[config.mk]
export PLATFORM = sky130hd
export DESIGN_NAME = fifo_ctrl
export DESIGN_NICKNAME = d
export VERILOG_FILES = /design/src/rtl/fifo_ctrl.sv
export SDC_FILE = /design/constraint.sdc
export NUM_CORES = 1
export LEC_CHECK = 0
export CORE_MARGIN = 5
export CORE_UTILIZATION = 29
export DETAILED_ROUTE_END_ITERATION = 6
export SYNTH_ARGS = -nofsm -noshare
export SYNTH_HDL_FRONTEND = slang
export SYNTH_SLANG_ARGS = --single-unit
[constraint.sdc]
create_clock -name clk -period 2.6 [get_ports clk]
set_input_delay 0.52 -clock clk [delete_from_list [all_inputs] [get_ports clk]]
set_output_delay 0.52 -clock clk [all_outputs]
set_load 0.02 [all_outputs]
[src/rtl/fifo_ctrl.sv]
// Pointer/strobe controller for an external DEPTH-entry FIFO. Strobes are combinational from push/pop.
// Status flags, count and rd_valid are registered. A push while full is refused unless a pop is accepted.
module fifo_ctrl #(
    parameter int DEPTH = 8,
    parameter int CNT_W = 4
) (
    input  logic             clk,
    input  logic             rst,
    input  logic             push,
    input  logic             pop,
    input  logic             flush,
    input  logic             err_clr,
    output logic             wren,
    output logic             WrInc,
    output logic             WrPtrClr,
    output logic             rden,
    output logic             RdInc,
    output logic             RdPtrClr,
    output logic             full,
    output logic             empty,
    output logic [CNT_W-1:0] count,
    output logic             rd_valid,
    output logic             overflow,
    output logic             underflow
);

    localparam int IDX_W = (DEPTH > 1) ? $clog2(DEPTH) : 1;
    localparam logic [IDX_W-1:0] LAST_IDX = IDX_W'(DEPTH - 1);
    localparam logic [CNT_W-1:0] FULL_CNT = CNT_W'(DEPTH);

    typedef enum logic {INIT, RUN} state_t;

    state_t           state;
    logic [IDX_W-1:0] wr_idx;
    logic [IDX_W-1:0] rd_idx;

    logic run;
    logic flush_run;
    logic pop_acc;
    logic push_acc;
    logic wr_wrap;
    logic rd_wrap;
    logic push_rej;
    logic pop_rej;

    assign run       = (state == RUN);
    assign flush_run = run & flush;
    assign full      = (count == FULL_CNT);
    assign empty     = (count == '0);
    assign wr_wrap   = (wr_idx == LAST_IDX);
    assign rd_wrap   = (rd_idx == LAST_IDX);

    // A pop frees a slot in the same cycle, so a full FIFO may still take a push alongside it.
    assign pop_acc  = run & pop & ~empty & ~flush;
    assign push_acc = run & push & ~flush & (~full | pop_acc);
    assign push_rej = run & push & ~flush & ~push_acc;
    assign pop_rej  = run & pop & ~flush & ~pop_acc;

    // The last slot clears the pointer instead of incrementing it, so it never leaves 0..DEPTH-1.
    always_comb begin
        wren     = push_acc;
        WrInc    = push_acc & ~wr_wrap;
        WrPtrClr = ~run | flush_run | (push_acc & wr_wrap);
        rden     = pop_acc;
        RdInc    = pop_acc & ~rd_wrap;
        RdPtrClr = ~run | flush_run | (pop_acc & rd_wrap);
    end

    always_ff @(posedge clk or posedge rst) begin
        if (rst) begin
            state     <= INIT;
            count     <= '0;
            wr_idx    <= '0;
            rd_idx    <= '0;
            rd_valid  <= 1'b0;
            overflow  <= 1'b0;
            underflow <= 1'b0;
        end else begin
            overflow  <= push_rej | (overflow & ~err_clr);
            underflow <= pop_rej | (underflow & ~err_clr);
            rd_valid  <= pop_acc;
            case (state)
                INIT: begin
                    state  <= RUN;
                    count  <= '0;
                    wr_idx <= '0;
                    rd_idx <= '0;
                end
                RUN: begin
                    if (flush) begin
                        count  <= '0;
                        wr_idx <= '0;
                        rd_idx <= '0;
                    end else begin
                        if (push_acc) begin
                            wr_idx <= wr_wrap ? '0 : wr_idx + IDX_W'(1);
                        end
                        if (pop_acc) begin
                            rd_idx <= rd_wrap ? '0 : rd_idx + IDX_W'(1);
                        end
                        case ({push_acc, pop_acc})
                            2'b10:   count <= count + CNT_W'(1);
                            2'b01:   count <= count - CNT_W'(1);
                            default: count <= count;
                        endcase
                    end
                end
                default: state <= INIT;
            endcase
        end
    end

endmodule

==> impl_metrics.ini <==
[status]
status = finished, final reports clean

[cells_and_area]
drive_gt1_frac = 0.260
final_util = 0.433
final_cell_count_no_fill = 160
nets = 141
fill_cells = 278
synthToLayoutAreaGrowth_pct = 46.3
diodes = 0

[placed_design]
post-dp-hpwl_mm = 1.66
place.gp.congestion = 0.746
port_buffers = 20
dp_cells = 156

[cts]
worst_skew_pair.late_latency_ns = 0.28
clk_pin_slew_ns = 0.08
post_cts_buffers = 0
cts_max_level = 1
clockRootBuffer = clkbuf_4
cts_tree = yes
clock_path_buffers = 2
cts_made_buffers = 3
clock-sinks = 14

[drt]
vias = 796
drtIter0Drc = 43
ant_nets = 0
avgRoutedWirePerCell_microns = 13.2
vias_per_cell = 4.98
firstDrtPassIters = 4
drc = 0
routed_wl_mm = 2.12

[synthesis]
synth_area_leaders = dfrtp_1 (39%), ha_1 (8.4%), a21oi_1 (3.9%), inv_1 (3.0%), nor2_1 (3.0%)
avgSynthCellArea_sq_um = 9.88
ys.flop_type = dfrtp_1
synth_edf_count = 0
ys_seq_area_frac = 0.394
synthesis.nets = 103
synth.distinct_cells = 36
synth.most_common_cell = dfrtp_1
synth_top_area_frac = 0.394
netlist_area_sq_um = 890
synthCells = 90
async_flop_share = 1.00
synth-seq-cells = 14
synth.top_cells.by_count = dfrtp_1 (14), a21oi_1 (7), inv_1 (7), nor2_1 (7), ha_1 (6)
yosys.area.top_type = dfrtp_1
ys_warn_count = 0

[power]
ir_drop_mv = 0.173
p_sw_frac = 0.276
static-leakage-power_nw = 0.609
switching_power_uw = 143
powerDensity_nw_per_um2 = 398
combPwrFrac = 0.253
p_int_uw = 375
p_clk_frac = 0.298
pwr-share-seq = 0.448

[global_routing]
grt_antenna_before_repair = 0
grt_util_met3 = 0.0325
grtUsageTotal = 0.106
gr-usage-met2 = 0.188
grt_overflow = 0
grt-busiest-layer = met2
grt_pass1_wl_mm = 3.48
grt_pass1_vias = 777
grt.met1_usage = 0.114
grt_start_max_net_pins = 15

[sta]
period_share = 0.969
finalSetupViolations = 0
finalHoldViolCount = 0
tightest_slew_ns = 0.546
fmax_mhz = 397
grt_setup_unrepaired = false
tns_ns = 0
slew_violations = 0
finalCriticalPeriod_ns = 2.52
fin_skew_ns = 0.00217
slew_headroom = 0.635

[setup_path]
arrival_ns = 2.00
crit_path_max_incr_delay_ns = 0.61
endpoint_kind = primary output
crit_slowest_cell = clkdlybuf4s50_1
worstPathCellList = or4b_4 > inv_1 > clkdlybuf4s50_1
crit_fanout = 3
cp.required_ns = 2.08
worstSetupPathType = flop to primary output
start_kind = flop

[floorplan]
start_util = 0.296
num_rows = 20
die_area_sq_um = 4280
coreArea_sq_um = 3000
chipHeight_microns = 65.4
ioPinCount = 21
die_w_microns = 65.4

[worst_hold_path]
hp-class = flop to flop

[flow_run]
drv_cap = 0
==> repair_timing <==
item / 4_1_cts / 5_1_grt
cloned: 0 / 0
hold buffers: 0 / 0
resized for setup: 7 / 2
setup endpoints to repair: 6 / 1
==> kinds of logic after synthesis <==
group,Yosys count,synth area share
buffers and inverters,11,0.0577
muxes,2,0.0225
xor gates and xnor gates,3,0.0295
DFF,14,0.394
and+or+nand+nor,30,0.193
other,1,0.00422
adders and majority gates,7,0.107
AOI/OAI and AO/OA,22,0.193
==> registers in the layout (all words and copies together) (netlist names) <==
name / count
underflow: 1
count: 4
rd_idx: 3
rd_valid: 1
wr_idx: 3
overflow: 1
run: 1
==> power by group through the flow <==
stage / clock network [mW] / registers [mW] / logic, mW
3_3_place_gp: 0 / 0.236 / 0.132
4_1_cts: 0.162 / 0.232 / 0.132
5_1_grt: 0.173 / 0.233 / 0.143
3_5_place_dp: 0 / 0.236 / 0.134
6_report: 0.154 / 0.232 / 0.131
2_1_floorplan: 0 / 0.242 / 0.0695
==> per-layer routing <==
layer,vias to the layer above,share of wire
met2,18,0.49
met1,381,0.44
met3,4,0.051
li1,393,-
met5,-,0
met4,0,0.018
==> area by class of cell <==
| class | instances | area [sq um] | share of cell area |
|---|---|---|---|
| multi-input cells | 65 | 524 | 0.403 |
| flip-flops and latches | 14 | 353 | 0.271 |
| repair buffers | 37 | 320 | 0.246 |
| well taps | 33 | 41.3 | 0.0317 |
| clock buffers | 4 | 36.3 | 0.0279 |
| inverters | 7 | 26.3 | 0.0202 |
==> worst paths after layout <==
path                       slack [ns]  cells past startpoint              endpoint                  from
min in group asynchronous        0.57                      2         run$_DFF_PP0_                   rst
max reg2reg                      0.14                      9  count[3]$_DFFE_PP0P_  count[0]$_DFFE_PP0P_
max in group asynchronous        1.63                      2  count[3]$_DFFE_PP0P_                   rst
min reg2reg                      0.50                      1   underflow$_DFF_PP0_   underflow$_DFF_PP0_
min                              0.50                      1   underflow$_DFF_PP0_   underflow$_DFF_PP0_
max                              0.08                      3                  full  count[1]$_DFFE_PP0P_
==> critical path: cells and delay by family (launching register included) <==
| kind | cells | cell delay, ns |
|---|---|---|
| buffers and inverters | 2 | 0.72 |
| AND/OR/NAND/NOR | 1 | 0.58 |
| flip-flops | 1 | 0.42 |
==> per-stage QoR <==
step | hold slack, ns | setup WS [ns] | cell area [sq um] | total power, mW
global route | 0.538 | 0.0288 | 1300 | 0.549
CTS | 0.507 | 0.0536 | 1290 | 0.525
finish | 0.499 | 0.0815 | 1300 | 0.518
floorplan | 0.409 | -0.0670 | 921 | 0.312
detailed placement | 0.489 | -0.225 | 1260 | 0.370
global placement | 0.483 | -0.217 | 1260 | 0.368
==> placed cells by master, fill, tap and decap left out, types with 2 or more instances in the layout <==
cell type / n
xnor2_1: 3
nand2_1: 4
dfrtp_1: 12
nand3_1: 2
clkdlybuf4s50_1: 14
dlygate4sd2_1: 6
inv_1: 7
a21oi_1: 6
clkbuf_4: 3
nor2_1: 7
mux2i_1: 2
o21ai_0: 4
a32o_1: 2
nor3_1: 3
buf_4: 17
nand4b_1: 2
dfrtp_2: 2
nand2b_1: 2
ha_1: 6
Power figures use the tool's default switching activity.
